<file path="config.mk">
export PLATFORM = sky130hd
export DESIGN_NAME = rtc_timer_flat
export DESIGN_NICKNAME = d
export VERILOG_FILES = /design/src/rtl/rtc_timer_if.sv /design/src/rtl/rtc_timer.sv /design/src/flat_wrapper.sv
export SDC_FILE = /design/constraint.sdc
export NUM_CORES = 1
export LEC_CHECK = 0
export CAP_MARGIN = 20
export CORE_UTILIZATION = 58
export DETAILED_ROUTE_END_ITERATION = 8
export GPL_TIMING_DRIVEN = 1
export PLACE_DENSITY = 0.95
export SLEW_MARGIN = 20
export SYNTH_ARGS = -nofsm -noshare
export SYNTH_HDL_FRONTEND = slang
export SYNTH_SLANG_ARGS = --single-unit
</file>
<file path="constraint.sdc">
create_clock -name clk -period 3.9 [get_ports clk]
set_input_delay 0.78 -clock clk [delete_from_list [all_inputs] [get_ports clk]]
set_output_delay 0.78 -clock clk [all_outputs]
set_load 0.1 [all_outputs]
</file>
<file path="src/rtl/rtc_timer_if.sv">
// Data-bus bundle between the core and the machine timer.
// The core drives the request side; the timer returns registered read data.
interface rtc_timer_if;
  logic        en_i;
  logic [3:0]  addr_i;
  logic [7:0]  we_i;
  logic [63:0] data_i;
  logic [63:0] data_o;

  modport master (output en_i, output addr_i, output we_i, output data_i, input data_o);
  modport slave  (input en_i, input addr_i, input we_i, input data_i, output data_o);
endinterface

</file>
<file path="src/rtl/rtc_timer.sv">
// RISC-V machine timer: free-running 64-bit mtime, 64-bit mtimecmp and the MTI level.
// Byte-lane writes, one-cycle registered reads that return pre-update contents.
module rtc_timer (
  input  logic        clk,
  input  logic        reset,
  rtc_timer_if.slave  bus,
  output logic        mti_o,
  output logic [63:0] mtime_o
);

  logic [63:0] mtime_r;
  logic [63:0] mtimecmp_r;
  logic [63:0] data_r;

  logic [63:0] lane_mask_s;
  logic [63:0] wdata_s;
  logic [63:0] rsel_s;
  logic [63:0] rdata_s;
  logic        wr_s;
  logic        mtime_wr_s;
  logic        cmp_wr_s;
  logic        unused_addr_s;

  function automatic logic [63:0] byte_merge(input logic [63:0] old_v,
                                             input logic [63:0] new_v,
                                             input logic [63:0] mask_v);
    byte_merge = (old_v & ~mask_v) | (new_v & mask_v);
  endfunction

  function automatic logic [63:0] expand_lanes(input logic [7:0] lanes);
    for (int k = 0; k < 8; k++) begin
      expand_lanes[8*k +: 8] = {8{lanes[k]}};
    end
  endfunction

  assign unused_addr_s = ^bus.addr_i[1:0];

  // Steer lane enables and write data onto the byte positions of the target register
  always_comb begin
    lane_mask_s = 64'h0;
    wdata_s     = 64'h0;
    if (bus.addr_i[2]) begin
      lane_mask_s = {expand_lanes({4'h0, bus.we_i[3:0]})[31:0], 32'h0};
      wdata_s     = {bus.data_i[31:0], 32'h0};
    end else begin
      lane_mask_s = expand_lanes(bus.we_i);
      wdata_s     = bus.data_i;
    end
  end

  // Only a write that actually touches a byte of mtime suppresses the increment
  assign wr_s       = bus.en_i & (bus.we_i != 8'h00);
  assign mtime_wr_s = wr_s & ~bus.addr_i[3] & (lane_mask_s != 64'h0);
  assign cmp_wr_s   = wr_s &  bus.addr_i[3] & (lane_mask_s != 64'h0);

  // Read mux: upper-word reads are right-justified for 32-bit masters
  always_comb begin
    rsel_s  = bus.addr_i[3] ? mtimecmp_r : mtime_r;
    rdata_s = 64'h0;
    if (bus.addr_i[2]) begin
      rdata_s = {32'h0, rsel_s[63:32]};
    end else begin
      rdata_s = rsel_s;
    end
  end

  // mtime counter with byte-write override
  always_ff @(posedge clk) begin
    if (reset) begin
      mtime_r <= 64'h0;
    end else if (mtime_wr_s) begin
      mtime_r <= byte_merge(mtime_r, wdata_s, lane_mask_s);
    end else begin
      mtime_r <= mtime_r + 64'h1;
    end
  end

  // mtimecmp changes only on writes
  always_ff @(posedge clk) begin
    if (reset) begin
      mtimecmp_r <= 64'hFFFF_FFFF_FFFF_FFFF;
    end else if (cmp_wr_s) begin
      mtimecmp_r <= byte_merge(mtimecmp_r, wdata_s, lane_mask_s);
    end else begin
      mtimecmp_r <= mtimecmp_r;
    end
  end

  // Registered read data, held while the block is not selected
  always_ff @(posedge clk) begin
    if (reset) begin
      data_r <= 64'h0;
    end else if (bus.en_i) begin
      data_r <= rdata_s;
    end else begin
      data_r <= data_r;
    end
  end

  assign bus.data_o = data_r;
  assign mtime_o    = mtime_r;
  assign mti_o      = (mtime_r >= mtimecmp_r);

endmodule

</file>
<file path="src/flat_wrapper.sv">
// flat-port wrapper written by rule: the top's interface ports become plain ports
module rtc_timer_flat 
  (clk, reset, mti_o, mtime_o, bus_en_i, bus_addr_i, bus_we_i, bus_data_i, bus_data_o);
  rtc_timer_if bus_i ();
  input  logic clk;
  input  logic reset;
  output logic mti_o;
  output logic [63:0] mtime_o;
  input wire logic [$bits(bus_i.en_i)-1:0] bus_en_i;
  input wire logic [$bits(bus_i.addr_i)-1:0] bus_addr_i;
  input wire logic [$bits(bus_i.we_i)-1:0] bus_we_i;
  input wire logic [$bits(bus_i.data_i)-1:0] bus_data_i;
  output wire logic [$bits(bus_i.data_o)-1:0] bus_data_o;
  assign bus_i.en_i = bus_en_i;
  assign bus_i.addr_i = bus_addr_i;
  assign bus_i.we_i = bus_we_i;
  assign bus_i.data_i = bus_data_i;
  assign bus_data_o = bus_i.data_o;
  rtc_timer u_core (.clk(clk), .reset(reset), .bus(bus_i), .mti_o(mti_o), .mtime_o(mtime_o));
endmodule
</file>
==> out/results.ini <==
[floorplanning]
pin_count=208
dieArea_mm2=0.0204
die_h_um=143
rows=51
initial_core_util_pct=59.2
die_x_um=143
core_area_mm2=0.0195

[worst_setup_path]
cpMaxStageDelayCell=dfxtp_1
max_stage_delay_ns=0.57
critical_path.max_fanout=8
cp.arrival_ns=3.10
worst-r2r-cell-count=7
rrSetupSlack_ns=1.01
crit_path_end_kind=output port
cp-start-kind=flip-flop
cpMostUsedCell=o21ai_0
crit_chain=ha_1 -> nand2_1 -> o21ai_0 -> a41oi_1 -> o21ai_0 -> a21oi_1 -> o21ai_2 -> buf_4
crit_required_ns=3.12
timing_worst_setup_path_type=flip-flop to output port

[clock_network]
cts_hold_buf=0
path_clk_slew_ns=0.07
clk_latency_ns=0.45
cts_tree=done
cts.repair.resized=0
ctsLongestPathBuffers=2
clock-root-buffer=clkbuf_16
cts_buffers=17
postCtsSetupBuffers=0
cts_max_level=4
clock_sinks=192

[power]
power_w=0.00538
power.leakage_nw=6.28
pwr_density_cell_mw_per_mm2=374
ir_drop_mv=0.333

[timing]
rsz0062_at_grt=false
whs_ns=0.499
report.final.setup_viol=0
fmax_mhz=257
slew_viol_final=0
worst_slew_pin_slew_ns=1.02
timing.final.crit_share_pct=99.6
relSlewSlack_pct=32.0
post-route-min-period_ns=3.88
setup_tns_ns=0
hold_viol_final=0
clock_skew_ns=0.0115

[synth]
synth_seq_cells=192
avgSynthCellArea_um2=8.08
synth_edf_count=0
synth_area_mm2=0.0115
synth_nets=1569
synth_cell_types=66
ys_warn_count=0
synth_ff_type=dfxtp_1
syn_inst=1425
ys_seq_area_share_pct=33.4
ys_async_sr_fraction_pct=0

[status]
status=finished clean

[cells_and_area]
nets=1736
seq_area_mm2=0.00384
n_antenna_cell=0
fill_cells=1300
drive_gt1_share_pct=8.10
final_cells=1870
syn2layout_area_growth_pct=25.0
final_common_cell=clkdlybuf4s50_1
multiInputGateArea_mm2=0.00707
final_cell_mix=clkdlybuf4s50_1, dfxtp_1, nand2_1

[flow_run]
max_cap_violations=0

[global_route]
grt_pass1_wl_mm=62.6
grt_pass1_vias=11500
grt_antenna_before_repair=0
track_usage_pct=40.1
grt_max_degree=68
overflow=0

[place]
numPortBuffers=205
hpwl_mm=29.5
dp.cells=1838
globalplace.congestion=0.964

[route]
avgViaCountPerCell=6.65
firstDrtPassIters=8
routed_wl_mm=41.3
wl_per_cell_um=22.1
ant_nets=0
drtIter0Drc=1767
drcViolationCount=0
vias=12400

[worst_hold_path]
hold_end=u_core.bus.data_o[18]
worstHoldStart=u_core.bus.data_o[18]
min_path_type=flip-flop to flip-flop
hold_depth=2

[cells in the mapped netlist (all sizes together) (3+ instances only)]
library cell	number	area share, %
dfxtp	192	33
nand4	24	1.4
a21o	8	0.52
nor4	19	1.3
a31oi	16	0.87
and2	6	0.33
nor2	123	4.0
and3	23	1.2
o21a	3	0.20
or4	3	0.20
clkbuf	61	2.0
inv	71	2.3
mux2i	102	8.9
a211oi	19	1.3
nand2b	5	0.27
ha	65	7.1
buf	24	0.98
a21oi	103	4.5
nor3	24	1.1
a32oi	5	0.38
o211ai	57	3.7
nand3	37	1.7
o21ai	83	3.6
nand2	185	6.1
a22oi	5	0.33
a311oi	6	0.46
nor2b	39	2.1
mux2	45	4.4
and4	11	0.84
or3	8	0.48
a221oi	8	0.61
a41oi	6	0.46
xor2	4	0.30
o31a	6	0.46
[routing by layer]
layer  GRT usage, %  vias up  share of wire (%)
met5              0        -                  0
met4           32.4        0                8.8
met3           9.79      239                 12
met2           61.4     1032                 43
met1           47.9     5677                 36
li1               -     5481                  -
[logic make-up after synthesis]
group,synth area share [%]
buffers and inverters,5.31
muxes,13.3
xor gates and xnor gates,0.456
adders and majority gates,7.06
DFF,33.4
AOI/OAI and AO/OA,18.9
and+or+nand+nor,21.6
[metrics by stage]
step | utilization [%] | instance area, µm² | setup WS [ns]
finish | 74.0 | 14400 | 0.0163
global route | 74.0 | 14400 | 0.0670
CTS | 74.0 | 14400 | 0.196
detailed placement | 70.8 | 13800 | 0.545
global placement | 70.8 | 13800 | 0.623
floorplan | - | 11500 | 0.298
[layout make-up]
| class | instances | share of cell area [%] |
|---|---|---|
| inverter | 72 | 1.88 |
| clock buffer | 18 | 3.05 |
| tap | 265 | 2.30 |
| timing repair buffer | 233 | 15.7 |
| clock inverter | 14 | 1.23 |
| multi-input combinational | 1076 | 49.1 |
| sequential | 192 | 26.7 |
[how the worst max path moves through the flow]
stage,startpoint,end,slack [ns],cells after the start
2_1_floorplan,flip-flop,mti_o,0.30,8
3_5_place_dp,bus_we_i[6],flip-flop,0.54,7
3_3_place_gp,bus_we_i[6],flip-flop,0.62,7
5_1_grt,flip-flop,mti_o,0.07,10
4_1_cts,flip-flop,mti_o,0.20,10
6_report,flip-flop,mti_o,0.02,8
[worst max-delay path: cells and delay by family (launching register included)]
kind | cells | cell delay, ns
AND/OR/NAND/NOR | 1 | 0.09
adder cells (fa/ha/maj) | 1 | 0.25
buffers and inverters | 1 | 0.31
AO/OA/AOI/OAI | 5 | 1.42
flip-flops | 1 | 0.57
[power by group]
group	switching, W	internal [W]	total, W	leakage, nW
Combinational	0.000948	0.000401	0.00135	4.42
Sequential	0.000106	0.00206	0.00216	1.57
Clock	0.000831	0.00104	0.00187	0.290
No activity file was read; power rests on OpenSTA's default activity.
